$ cat config.mk
export PLATFORM = sky130hd
export DESIGN_NAME = alamouti_tx_encoder
export DESIGN_NICKNAME = d
export VERILOG_FILES = /design/src/rtl/soml_pkg.sv /design/src/rtl/qam16_mapper.sv /design/src/rtl/alamouti_tx_encoder.sv
export SDC_FILE = /design/constraint.sdc
export NUM_CORES = 1
export LEC_CHECK = 0
export BUFFER_PORTS_ARGS = -buffer_cell sky130_fd_sc_hd__buf_2
export CORE_UTILIZATION = 50
export DETAILED_ROUTE_END_ITERATION = 8
export HOLD_SLACK_MARGIN = 0.08
export MAX_ROUTING_LAYER = met4
export PLACE_DENSITY = 0.73
export SLEW_MARGIN = 10
export SYNTH_ARGS = -nofsm -noshare
export SYNTH_HDL_FRONTEND = slang
export SYNTH_HIERARCHICAL = 1
export SYNTH_SLANG_ARGS = --single-unit
$ cat constraint.sdc
create_clock -name clk -period 2.63 [get_ports clk]
set_clock_uncertainty 0.1 [all_clocks]
set_input_delay 0.526 -clock clk [delete_from_list [all_inputs] [get_ports clk]]
set_output_delay 0.526 -clock clk [all_outputs]
set_load 0.02 [all_outputs]
$ cat src/rtl/soml_pkg.sv
// soml_pkg: shared 16-QAM constants, state enum and axis mapping for the SOML tx/rx pair
package soml_pkg;
  localparam int DW = 16;
  localparam logic signed [DW-1:0] LVL1 = 16'sd1295;
  localparam logic signed [DW-1:0] LVL3 = 16'sd3885;
  typedef enum logic [1:0] {IDLE, SLOT0, SLOT1} state_t;
  // Gray-coded axis: 00 -3, 01 -1, 11 +1, 10 +3
  function automatic logic signed [DW-1:0] qam16_axis(input logic [1:0] b);
    return b == 2'b00 ? -LVL3 : b == 2'b01 ? -LVL1 : b == 2'b11 ? LVL1 : LVL3;
  endfunction
endpackage

$ cat src/rtl/qam16_mapper.sv
// qam16_mapper: combinational 4-bit symbol to Q3.12 I/Q pair
module qam16_mapper
  import soml_pkg::*;
(
  input  logic [3:0]           sym,
  output logic signed [DW-1:0] sym_i,
  output logic signed [DW-1:0] sym_q
);
  assign sym_i = qam16_axis(sym[3:2]);
  assign sym_q = qam16_axis(sym[1:0]);
endmodule

$ cat src/rtl/alamouti_tx_encoder.sv
// alamouti_tx_encoder: maps a 16-QAM symbol pair and emits a two-slot Alamouti block on two antennas
module alamouti_tx_encoder
  import soml_pkg::*;
(
  input  logic                 clk,
  input  logic                 rst,
  input  logic                 in_valid,
  output logic                 in_ready,
  input  logic [7:0]           in_bits,
  output logic                 out_valid,
  input  logic                 out_ready,
  output logic                 out_slot,
  output logic signed [DW-1:0] tx0_i,
  output logic signed [DW-1:0] tx0_q,
  output logic signed [DW-1:0] tx1_i,
  output logic signed [DW-1:0] tx1_q
);
  state_t state, state_nx;
  logic acc;
  logic signed [DW-1:0] m1i, m1q, m2i, m2q;
  logic signed [DW-1:0] s1i, s1q, s2i, s2q;

  qam16_mapper u_map_s1 (.sym(in_bits[7:4]), .sym_i(m1i), .sym_q(m1q));
  qam16_mapper u_map_s2 (.sym(in_bits[3:0]), .sym_i(m2i), .sym_q(m2q));

  always_comb begin
    in_ready  = state == IDLE || (state == SLOT1 && out_ready);
    acc       = in_valid && in_ready;
    state_nx  = acc ? SLOT0
              : (state == SLOT0 && out_ready) ? SLOT1
              : (state == SLOT1 && out_ready) ? IDLE : state;
    out_valid = state != IDLE;
    out_slot  = state == SLOT1;
    // slot 1 carries (-conj(s2), conj(s1))
    tx0_i = state == SLOT0 ? s1i : state == SLOT1 ? -s2i : '0;
    tx0_q = state == SLOT0 ? s1q : state == SLOT1 ?  s2q : '0;
    tx1_i = state == SLOT0 ? s2i : state == SLOT1 ?  s1i : '0;
    tx1_q = state == SLOT0 ? s2q : state == SLOT1 ? -s1q : '0;
  end

  always_ff @(posedge clk) begin
    if (rst) begin
      state <= IDLE;
      s1i   <= '0;
      s1q   <= '0;
      s2i   <= '0;
      s2q   <= '0;
    end else begin
      state <= state_nx;
      if (acc) begin
        s1i <= m1i;
        s1q <= m1q;
        s2i <= m2i;
        s2q <= m2q;
      end
    end
  end
endmodule

==> metrics <==
Main synth FF type dfxtp_1; Synth Register Bits 66; Sw Share 32.4%; Post-synth EDFFs 0; Top Ports 79; Lkg Pwr 2.13 nW; RSZ-0062 raised after global routing yes; VDD IR max 0.274 mV; Nets 584; ant diodes 0; CTS sink cnt 66; combinational power share 28.4%; FILL cells 689; Final setup viols 5; CTS clk-pin slew, worst paths 0.07 ns; asr flop ratio synth 0%; global-route wire length before repair 16,500 µm; Slowest Stage Delay on Critical Path 0.45 ns; largest area contributor in the netlist dfxtp_1; area occupied by multi-input gates 2310 µm²; vias in the first global route 3,328; slew margin rel. 54.6%; count of cell types in the netlist 40; CP max stage cell nor4_4; total congestion overflow 0; Psw 0.925 mW; Root Driver clkbuf_8; DRT iter0 DRCs 272; Synth Cell Area 4080 µm²; I/O Buffers 78; register area 1360 µm²; Pwr Density 603 nW/µm²; commonest non-fill, non-tap cell in the layout nand2_1; Crit. End Element output port; die area 8530 µm²; number of antenna violations at the first check in global routing 0; Compound-Gate Fraction of Synth Area 23.5%; critical path class reg -> out; Starting Density 52.3%; mux cell area share after synthesis 0%; Clock Latency Late Sink 0.33 ns; Simple-Gate Fraction of Synth Area 22.4%; Clock Power Share 30.6%; TritonCTS Buffers 9; WL final 10,700 µm; Yosys warnings 6; hold depth 2; CTS tree done; xor and xnor area share after synthesis 4.29%; area share of the largest cell type after synthesis 32.4%; internal power 1.93 mW; DIE HEIGHT 92.4 µm; reg2reg path depth 5; Vias/cell 5.70; actual slew at the worst max-slew pin 0.681 ns; Gate Count Post-Synth 527; hold crit path type in -> reg; Tot Pwr 2.85 mW; clock period minus worst slack 2.76 ns; Data arrival, critical path 2.13 ns; WP data required 2.00 ns; Crit Path Max Fanout 7; final hold vios 0; Max Cap Viol 0; Clock Path Buffers 2; hpwl dp 6730 µm; startpoint class of the critical path flop; Via Count 3,807; Post-route DRC 0; DIE WIDTH 92.4 µm; Area contributors post-synth dfxtp_1 (32%), nand2_1 (12%), a22o_1 (12%); largest net degree at the start of global routing 67; share of cells above drive strength 1 29.5%; Sequential Power Share 41.0%; final max-slew violation count 0; DR pass1 iterations 5; outcome complete, but fails checks; total core area 7810 µm²; fraction of the mapped netlist area in adder cells 3.06%; hold path start out_ready; most frequent cells in the layout nand2_1 (133), buf_2 (71), a21oi_1 (66), a22o_1 (57), dfxtp_1 (54); final worst setup slack -0.129 ns; area delta synth->final 15.9%; H-Tree Depth 3; Final GP Congestion 0.938; routed len/inst 16.1 µm; Total GRT Usage 25.3%; largest family of logic cells by synthesized area compound AO/OA/AOI/OAI gates; mean area per synthesized cell 7.75 µm²; failing checks setup timing; Critical Path Source s1q[2]$_SDFFE_PP0P_; Final ANT Viol Nets 0; hold_buf cts 0; sequential area share after synthesis 32.4%; RR Startpoint state[1]$_SDFFE_PP0P_; fin crit share 105%; WHS 0.320 ns; Critical Path, Cell by Cell nor4_4 -> nand2_2 -> or4_1 -> a32o_1 -> buf_2; Core Rows 32; fmax 362 MHz
==> layer usage <==
| layer | global-route usage [%] | share of wire [%] |
|---|---|---|
| met2 | 36.2 | 46 |
| met4 | 12.4 | 4.5 |
| met3 | 5.75 | 5.5 |
| met1 | 33.6 | 44 |
| met5 | - | 0 |
==> critical path, delay by kind of cell, from the launching register on <==
family / cells / cell delay, ns
flip-flops: 1 / 0.38
AND/OR/NAND/NOR: 3 / 1.01
buffers and inverters: 1 / 0.15
AO/OA/AOI/OAI: 1 / 0.25
==> cells by family (layout without fill, tap and decap cells) <==
| family | after synthesis | after routing |
|---|---|---|
| other | 2 | 4 |
| and+or+nand+nor | 190 | 190 |
| DFF | 66 | 66 |
| xor gates and xnor gates | 20 | 20 |
| AOI/OAI and AO/OA | 138 | 138 |
| buffers and inverters | 101 | 138 |
| adders and majority gates | 10 | 10 |
==> cells in the mapped netlist (all sizes together) (2+ instances only) <==
cell type	count
a21oi	66
a22o	58
a32o	6
buf	55
clkbuf	30
conb	2
dfxtp	66
ha	10
inv	16
nand2	135
nand3	5
nand3b	2
nand4	3
nand4b	2
nor2	12
nor2b	5
nor3	5
nor3b	2
nor4	4
nor4b	2
o21ai	2
o31a	2
o31ai	3
or2	6
or3	2
or4	2
xnor2	9
xor2	11
==> repair_timing <==
action	CTS	global route
setup endpoints to repair	7	13
buffers inserted	7	8
pin swaps	5	17
resized for setup	25	35
==> state kept, by name, indices dropped and copies added (netlist names) <==
signal and flops:
s2i 16, state 2, s1q 16, s2q 16, s1i 16
==> per-stage QoR <==
stage	TNS, ns	instance area, µm²	worst slack (ns)	std cells	utilization, %
after floorplan	0	4090	0.256	529	-
after global placement	0	4240	0.223	638	54.3
after detailed placement	0	4240	0.151	638	54.3
after CTS	-0.346	4570	-0.136	660	58.6
after global routing	-1.10	4730	-0.222	668	60.6
final	-0.510	4730	-0.129	668	60.6
==> final timing paths <==
path                            to  slack, ns
max                      tx1_q[15]      -0.13
min reg2reg    s2q[0]$_SDFFE_PP0P_       0.37
max reg2reg    s1q[2]$_SDFFE_PP0P_       1.10
min          state[0]$_SDFFE_PP0P_       0.32
==> cell type report <==
cell class | instances | area share, %
Tap cell | 102 | 2.70
Clock inverter | 2 | 0.740
Clock buffer | 13 | 3.57
Sequential cell | 66 | 28.6
Timing Repair Buffer | 107 | 14.1
Multi-Input combinational cell | 362 | 48.8
Inverter | 16 | 1.43
==> power by group through the flow <==
| stage | logic, mW | registers [mW] | clock network, mW |
|---|---|---|---|
| after floorplan | 0.596 | 1.16 | 0 |
| after global placement | 0.674 | 1.18 | 0 |
| after detailed placement | 0.690 | 1.18 | 0 |
| after CTS | 0.735 | 1.16 | 0.881 |
| after global routing | 0.879 | 1.18 | 0.948 |
| final | 0.810 | 1.17 | 0.873 |
No activity file was read; power rests on OpenSTA's default activity.
